<file path="src/rtl/cart_mem_arbiter.sv">
// cart_mem_arbiter: shares one single-port cartridge memory between the ROM loader write stream and console reads
// Ports:
//   clk_i, reset_n_i                     clock, synchronous active-low reset
//   ioctl_download/wr/addr/dout          loader stream in; ioctl_wait back-pressure out
//   cart_rd_i, cart_a_i                  console read strobe/address in
//   cart_d_o, cart_valid_o               read data (held) and one-cycle completion pulse
//   cart_pages_o                         highest 16KB page written since last addr-0 write
//   mem_busy_i/req_o/we_o/addr_o/din_o   memory command interface
//   mem_dout_i, mem_ack_i                memory read completion
//   err_o                                sticky: dropped loader write or read timeout
module cart_mem_arbiter #(
    parameter int AW      = 20,
    parameter int TIMEOUT = 255
) (
    input  logic          clk_i,
    input  logic          reset_n_i,
    input  logic          ioctl_download,
    input  logic          ioctl_wr,
    input  logic [AW-1:0] ioctl_addr,
    input  logic [7:0]    ioctl_dout,
    output logic          ioctl_wait,
    input  logic          cart_rd_i,
    input  logic [AW-1:0] cart_a_i,
    output logic [7:0]    cart_d_o,
    output logic          cart_valid_o,
    output logic [5:0]    cart_pages_o,
    input  logic          mem_busy_i,
    output logic          mem_req_o,
    output logic          mem_we_o,
    output logic [AW-1:0] mem_addr_o,
    output logic [7:0]    mem_din_o,
    input  logic [7:0]    mem_dout_i,
    input  logic          mem_ack_i,
    output logic          err_o
);
    localparam int CW = $clog2(TIMEOUT);
    typedef enum logic [1:0] {IDLE, WR, RD, RD_WAIT} state_t;
    state_t        state_q, state_d;
    logic          wbuf_valid_q, wbuf_valid_d;
    logic [AW-1:0] wbuf_addr_q, wbuf_addr_d;
    logic [7:0]    wbuf_data_q, wbuf_data_d;
    logic          rd_pend_q, rd_pend_d;
    logic [AW-1:0] rd_addr_q, rd_addr_d;
    logic [CW-1:0] cnt_q, cnt_d;
    logic [7:0]    cart_d_q, cart_d_d;
    logic          cart_valid_q, cart_valid_d;
    logic [5:0]    pages_q, pages_d;
    logic          mem_req_q, mem_req_d;
    logic          mem_we_q, mem_we_d;
    logic [AW-1:0] mem_addr_q, mem_addr_d;
    logic [7:0]    mem_din_q, mem_din_d;
    logic          err_q, err_d;
    logic          wr_acc;
    always_comb begin
        wr_acc       = ioctl_wr && !wbuf_valid_q;
        state_d      = state_q;
        wbuf_valid_d = wbuf_valid_q || wr_acc;
        wbuf_addr_d  = wr_acc ? ioctl_addr : wbuf_addr_q;
        wbuf_data_d  = wr_acc ? ioctl_dout : wbuf_data_q;
        pages_d      = !wr_acc ? pages_q :
                       (ioctl_addr == '0) ? 6'd0 :
                       (ioctl_addr[19:14] > pages_q) ? ioctl_addr[19:14] : pages_q;
        err_d        = err_q || (ioctl_wr && wbuf_valid_q);
        // a new console strobe always becomes the pending read; loader activity discards it
        rd_pend_d    = ioctl_download ? 1'b0 : (cart_rd_i || rd_pend_q);
        rd_addr_d    = (cart_rd_i && !ioctl_download) ? cart_a_i : rd_addr_q;
        cart_valid_d = cart_rd_i && ioctl_download;
        cart_d_d     = (cart_rd_i && ioctl_download) ? 8'hFF : cart_d_q;
        cnt_d        = cnt_q;
        mem_req_d    = 1'b0;
        mem_we_d     = 1'b0;
        mem_addr_d   = mem_addr_q;
        mem_din_d    = mem_din_q;
        case (state_q)
            IDLE: begin
                if (wbuf_valid_q && !mem_busy_i) begin
                    state_d    = WR;
                    mem_req_d  = 1'b1;
                    mem_we_d   = 1'b1;
                    mem_addr_d = wbuf_addr_q;
                    mem_din_d  = wbuf_data_q;
                end else if (rd_pend_q && !mem_busy_i && !ioctl_download) begin
                    state_d    = RD;
                    mem_req_d  = 1'b1;
                    mem_addr_d = rd_addr_q;
                    rd_pend_d  = cart_rd_i;
                end
            end
            WR: begin
                state_d      = IDLE;
                wbuf_valid_d = 1'b0;
            end
            RD: begin
                state_d = RD_WAIT;
                cnt_d   = '0;
            end
            default: begin
                if (mem_ack_i) begin
                    state_d      = IDLE;
                    cart_d_d     = mem_dout_i;
                    cart_valid_d = 1'b1;
                end else if (cnt_q == CW'(TIMEOUT - 1)) begin
                    state_d      = IDLE;
                    cart_d_d     = 8'hFF;
                    cart_valid_d = 1'b1;
                    err_d        = 1'b1;
                end else begin
                    cnt_d = cnt_q + CW'(1);
                end
            end
        endcase
    end
    always_ff @(posedge clk_i) begin
        if (!reset_n_i) begin
            state_q      <= IDLE;
            wbuf_valid_q <= 1'b0;
            wbuf_addr_q  <= '0;
            wbuf_data_q  <= '0;
            rd_pend_q    <= 1'b0;
            rd_addr_q    <= '0;
            cnt_q        <= '0;
            cart_d_q     <= 8'hFF;
            cart_valid_q <= 1'b0;
            pages_q      <= '0;
            mem_req_q    <= 1'b0;
            mem_we_q     <= 1'b0;
            mem_addr_q   <= '0;
            mem_din_q    <= '0;
            err_q        <= 1'b0;
        end else begin
            state_q      <= state_d;
            wbuf_valid_q <= wbuf_valid_d;
            wbuf_addr_q  <= wbuf_addr_d;
            wbuf_data_q  <= wbuf_data_d;
            rd_pend_q    <= rd_pend_d;
            rd_addr_q    <= rd_addr_d;
            cnt_q        <= cnt_d;
            cart_d_q     <= cart_d_d;
            cart_valid_q <= cart_valid_d;
            pages_q      <= pages_d;
            mem_req_q    <= mem_req_d;
            mem_we_q     <= mem_we_d;
            mem_addr_q   <= mem_addr_d;
            mem_din_q    <= mem_din_d;
            err_q        <= err_d;
        end
    end
    assign ioctl_wait   = wbuf_valid_q;
    assign cart_d_o     = cart_d_q;
    assign cart_valid_o = cart_valid_q;
    assign cart_pages_o = pages_q;
    assign mem_req_o    = mem_req_q;
    assign mem_we_o     = mem_we_q;
    assign mem_addr_o   = mem_addr_q;
    assign mem_din_o    = mem_din_q;
    assign err_o        = err_q;
endmodule
</file>
<file path="config.mk">
export PLATFORM = sky130hd
export DESIGN_NAME = cart_mem_arbiter
export DESIGN_NICKNAME = d
export VERILOG_FILES = /design/src/rtl/cart_mem_arbiter.sv
export SDC_FILE = /design/constraint.sdc
export NUM_CORES = 1
export LEC_CHECK = 0
export ABC_AREA = 1
export CORE_MARGIN = 5
export CORE_UTILIZATION = 25
export CTS_CLUSTER_SIZE = 14
export DETAILED_ROUTE_END_ITERATION = 16
export GPL_TIMING_DRIVEN = 0
export RECOVER_POWER = 100
export SLEW_MARGIN = 20
export SYNTH_ARGS = -nofsm -noshare
export SYNTH_HDL_FRONTEND = slang
export SYNTH_SLANG_ARGS = --single-unit
</file>
<file path="constraint.sdc">
create_clock -name clk_i -period 5.14 [get_ports clk_i]
set_clock_uncertainty 0.2 [all_clocks]
set_input_delay 1.028 -clock clk_i [delete_from_list [all_inputs] [get_ports clk_i]]
set_output_delay 1.028 -clock clk_i [all_outputs]
set_load 0.03 [all_outputs]
</file>
-- Yosys cells after proc, flatten, opt, wreduce, memory -nomap -nowiden
Index checks and enable logic that the tools add are counted.
- register bits: 106
- input port bits: 63
- output and inout bits: 47
- word-level logic and storage cells: 81
- bitwise logic cells: 2
- add/sub/neg operators: 1
- magnitude comparators: 1
- reductions and logical operators: 27
- mux-type cells: 29
- equality and inequality tests: 6
- operators with widths (operator ; count):
    $mux W8 ; 6
    $mux W20 ; 2
    $logic_not A20 Y1 ; 1
    $pmux W8 S2 ; 1
    $mux W1 ; 13
    $mux W6 ; 2
    $reduce_and A2 Y1 ; 5
    $add A8 B1 Y8 const B ; 1
    $eq A8 B8 Y1 const B ; 1
    $mux W2 ; 4
    $logic_and A1 B1 Y1 ; 7
    $gt A6 B6 Y1 ; 1
    $pmux W2 S3 ; 1
    $reduce_bool A5 Y1 ; 1
    $ne A2 B1 Y1 const B ; 2
    $reduce_bool A2 Y1 ; 2
    $reduce_or A2 Y1 ; 2
    $logic_not A1 Y1 ; 3
    $logic_or A1 B1 Y1 ; 3
    $ne A3 B3 Y1 const B ; 1
    $reduce_and A3 Y1 ; 1
    $reduce_or A3 Y1 ; 1
    $eq A2 B1 Y1 const B ; 1
    $eq A2 B2 Y1 const B ; 1
    other kinds (2) ; 3

-- Depth between registers and ports, before layout
- word-level depth: 6
- gate-level depth with buffers: 13
- mapped depth without buffers: 12

-- Worst setup path before layout
OpenSTA, ideal clock, no wires.
- kind: input -> register
- start: input ioctl_addr[19]
- end: register pages_q[0], in the netlist cart_pages_o[0]
- arrival: 2.002 ns
- cell stages on the path: 9
- buffers on the path: 1
- path slack: 2.823 ns
- required time: 4.824 ns
- library setup time: 0.116 ns
- path through: ha_1 nand2_1 nor2_1 nand3_1 nand2_1 nand2_1 buf_4 a21oi_1 nor2_1
- cells in the longest elaborated chain, start to end: 3
- elaborated cells on any way between the ends: 5
- classes of those cells: 1 x order compare; 1 x mux; 3 x reduce/logical
- ends and longest elaborated chain (element ; line ; source):
    from (decl) ; 19 ; input logic [AW-1:0] ioctl_addr,
    $gt A6 B6 Y1 or $logic_not A20 Y1 (tied branches) ; 62, 61 ;
    $reduce_bool A2 Y1 (no source line) ; -- ;
    $reduce_and A2 Y1 (no source line) ; -- ;
    to (signal assigned) ; 140 ; pages_q <= pages_d;
    to (decl) ; 47 ; logic [5:0] pages_q, pages_d;
Parallel ways exist; a longest one is shown, timed or not.
A chain may end at the register's enable or synchronous reset.

-- Final worst setup path
- start: input ioctl_addr[19]
- end: register pages_q[2], in the netlist cart_pages_o[2]
The elaborated chain is that of the path after synthesis.

==> flow_metrics.py <==
metrics = {
    "clock_network": {
        "hold_buffers": 0,
        "clock_path_buffers": 2,
        "cts_resized": 0,
        "clock_latency_ns": 0.35,
        "cts_setup_buffers": 0,
        "cts-root-buf": "clkbuf_16",
        "cts_buffers": 9,
        "cts_tree": "done",
        "cts_num_sinks": 106,
        "cts_max_level": 3,
        "cts.clk_slew.worst_paths_ns": 0.07,
    },
    "floorplanning": {
        "fp.dieH_um": 143,
        "rows": 48,
        "initial_core_util_pct": 25.4,
        "dieArea_mm2": 0.0204,
        "die_w_um": 143,
        "coreArea_mm2": 0.0173,
        "io_pins": 110,
    },
    "route": {
        "drc": 0,
        "drt_wl_total_um": 12900,
        "viasPerCell": 4.34,
        "first_pass_iters": 4,
        "ant_nets": 0,
        "dr_total_vias": 4079,
        "post_drt_wl_per_cell_um": 13.8,
        "drtIter0Drc": 213,
    },
    "pwr": {
        "p_leak_nw": 2.48,
        "ir_drop_mv": 0.164,
        "power.density_mw_per_mm2": 375,
    },
    "setup_path": {
        "end_kind": "register",
        "cp_common_cell": "nand2_1",
        "cp_slowest_stage_delay_ns": 0.58,
        "critPathMaxFanout": 10,
        "path_buf_inv": 2,
        "crit_chain": "dlygate4sd3_1 > ha_1 > nand2_1 > nor2_1 > nand2_1 > nand3_1 > nand2_1 > nand2_1 > clkbuf_1 > nand2_1 > nand2_1 > nor2_1",
        "cp.required_ns": 5.19,
        "critical-path-top-delay-family": "buffers and inverters",
        "crit_arrival_ns": 2.97,
        "crit_slowest_cell": "dlygate4sd3_1",
        "worstSetupPathType": "in -> reg",
        "startpoint_type": "input port",
    },
    "cells_and_area": {
        "diodes": 0,
        "mostFrequentLayoutCell": "nor2_1",
        "syn_to_final_growth_pct": 36.5,
        "layout-drive-gt1-share_pct": 3.92,
        "n_fill_cell": 1885,
        "final_cell_mix": "nor2_1 (130), nand2_1 (116), dfxtp_1 (106)",
        "nets": 784,
    },
    "timing": {
        "grt_setup_unrepaired": "no",
        "finalSetupTns_ns": 0,
        "tightest_slew_ns": 0.550,
        "fmax_mhz": 342,
        "slew_headroom_pct": 63.4,
        "slew_violations": 0,
        "setup_viol": 0,
        "fin_crit_sh_pct": 56.8,
        "min_period_ns": 2.92,
        "finalHoldViolCount": 0,
        "timing.final.ws_setup_ns": 2.22,
    },
    "placement": {
        "routabilityCongestion": 0.805,
        "dp_hpwl_um": 9950,
        "dp_slack_ns": 2.19,
        "numPortBuffers": 108,
    },
    "grt": {
        "grt_antenna_before_repair": 0,
        "grt_max_degree": 21,
        "first_global_vias": 4024,
        "grt_pass1_wl_um": 20300,
        "grt_usage_pct": 12.7,
        "grt_overflow_total": 0,
    },
    "yosys": {
        "ys_types": 29,
        "syn_nets": 665,
        "syn_area_mm2": 0.00440,
        "synth_top_area_share_pct": 48.2,
        "yosys.area.top_type": "dfxtp_1",
        "synth_seq_cells": 106,
        "ys.warnings.count": 0,
        "postSynthCellCount": 590,
        "synth.area.top_cells": "dfxtp_1 (48%), nor2_1 (11%), nand2_1 (9.3%), o21ai_0 (5.1%), ha_1 (3.4%)",
        "synth.avg_cell_area_um2": 7.46,
        "yosysSeqAreaShare_pct": 48.2,
    },
    "job": {
        "maxCapViolCount": 0,
    },
    "outcome": {
        "status": "finished clean",
    },
    "hold_path": {
        "hold_path.class": "reg -> reg",
    },
}
==> state kept, by name (all words and copies together) (netlist names) <==
| register | count |
|---|---|
| cart_d_o | 8 |
| cart_pages_o | 6 |
| cart_valid_o | 1 |
| cnt_q | 8 |
| err_o | 1 |
| ioctl_wait | 1 |
| mem_addr_o | 20 |
| mem_din_o | 8 |
| mem_req_o | 1 |
| mem_we_o | 1 |
| rd_addr_q | 20 |
| rd_pend_q | 1 |
| state_q | 2 |
| wbuf_addr_q | 20 |
| wbuf_data_q | 8 |
==> cell type report <==
type,count,area (µm²),area share [%]
flip-flops and latches,106,2120,35.3
repair buffers,108,1080,18.0
clock inverters,7,68.8,1.15
inverters,32,120,2.00
clock buffers,9,225,3.75
multi-input cells,420,1980,32.9
well taps,225,282,4.68
plain buffers,32,135,2.25
==> layer usage <==
layer  global-route usage, %  part of all wire [%]  wire, µm
met1                    17.0                    48      6260
met3                    3.15                   4.6       601
met5                       0                     0         0
met2                    20.6                    46      5970
met4                    3.00                  0.89       115
==> path summary, 6_finish.rpt <==
path              startpoint              end  slack (ns)  depth (start not counted)
min             mem_din_o[1]     mem_din_o[1]        0.26                          2
max reg2reg  cart_pages_o[5]  cart_pages_o[2]        3.09                         12
max           ioctl_addr[19]  cart_pages_o[2]        2.22                         12
min reg2reg     mem_din_o[1]     mem_din_o[1]        0.26                          2
==> tightest hold or removal path: stages (launching register included) <==
cell and delay [ns]:
dfxtp_1 0.31, nand2_1 0.06, a21oi_1 0.05
==> cell usage after synthesis <==
cell / count
ha_1: 12
dfxtp_1: 106
a211oi_1: 1
nand2_4: 2
inv_1: 29
o22ai_1: 8
inv_2: 2
o21ai_0: 45
clkinv_1: 1
xor2_1: 3
clkbuf_1: 17
o21ai_1: 20
a31oi_1: 20
a21oi_2: 1
buf_1: 1
nand2_2: 8
or2_0: 1
nand3_1: 23
nor2_4: 2
buf_4: 3
nor3_1: 5
buf_2: 9
buf_6: 2
nand2_1: 109
nand3_2: 1
nand3_4: 1
nand3b_1: 1
a21oi_1: 27
nor2_1: 130
==> kinds of logic after synthesis <==
| kind of cell | count (synthesis) | synth area share (%) |
|---|---|---|
| adder cells (fa/ha/maj) | 12 | 3.41 |
| flip-flops | 106 | 48.2 |
| AO/OA/AOI/OAI | 122 | 14.8 |
| buffers and inverters | 64 | 6.31 |
| AND/OR/NAND/NOR | 283 | 26.7 |
| XOR/XNOR | 3 | 0.597 |
==> stage by stage <==
stage                     cells  area, µm²  utilization (%)  hold WS [ns]  power, mW
after floorplan             590       4400                -         0.253       1.39
after global placement      923       5760             33.3         0.247       1.63
after detailed placement    923       5760             33.3         0.257       1.63
after CTS                   939       6060             35.0         0.268       2.31
after global routing        939       6010             34.7         0.289       2.39
final                       939       6010             34.7         0.260       2.25
==> power breakdown <==
group          switching [mW]  internal (mW)  total, mW
combinational           0.378          0.224      0.602
clock                   0.335          0.342      0.677
sequential             0.0572          0.916      0.973
(Power assumes the default switching activity.)
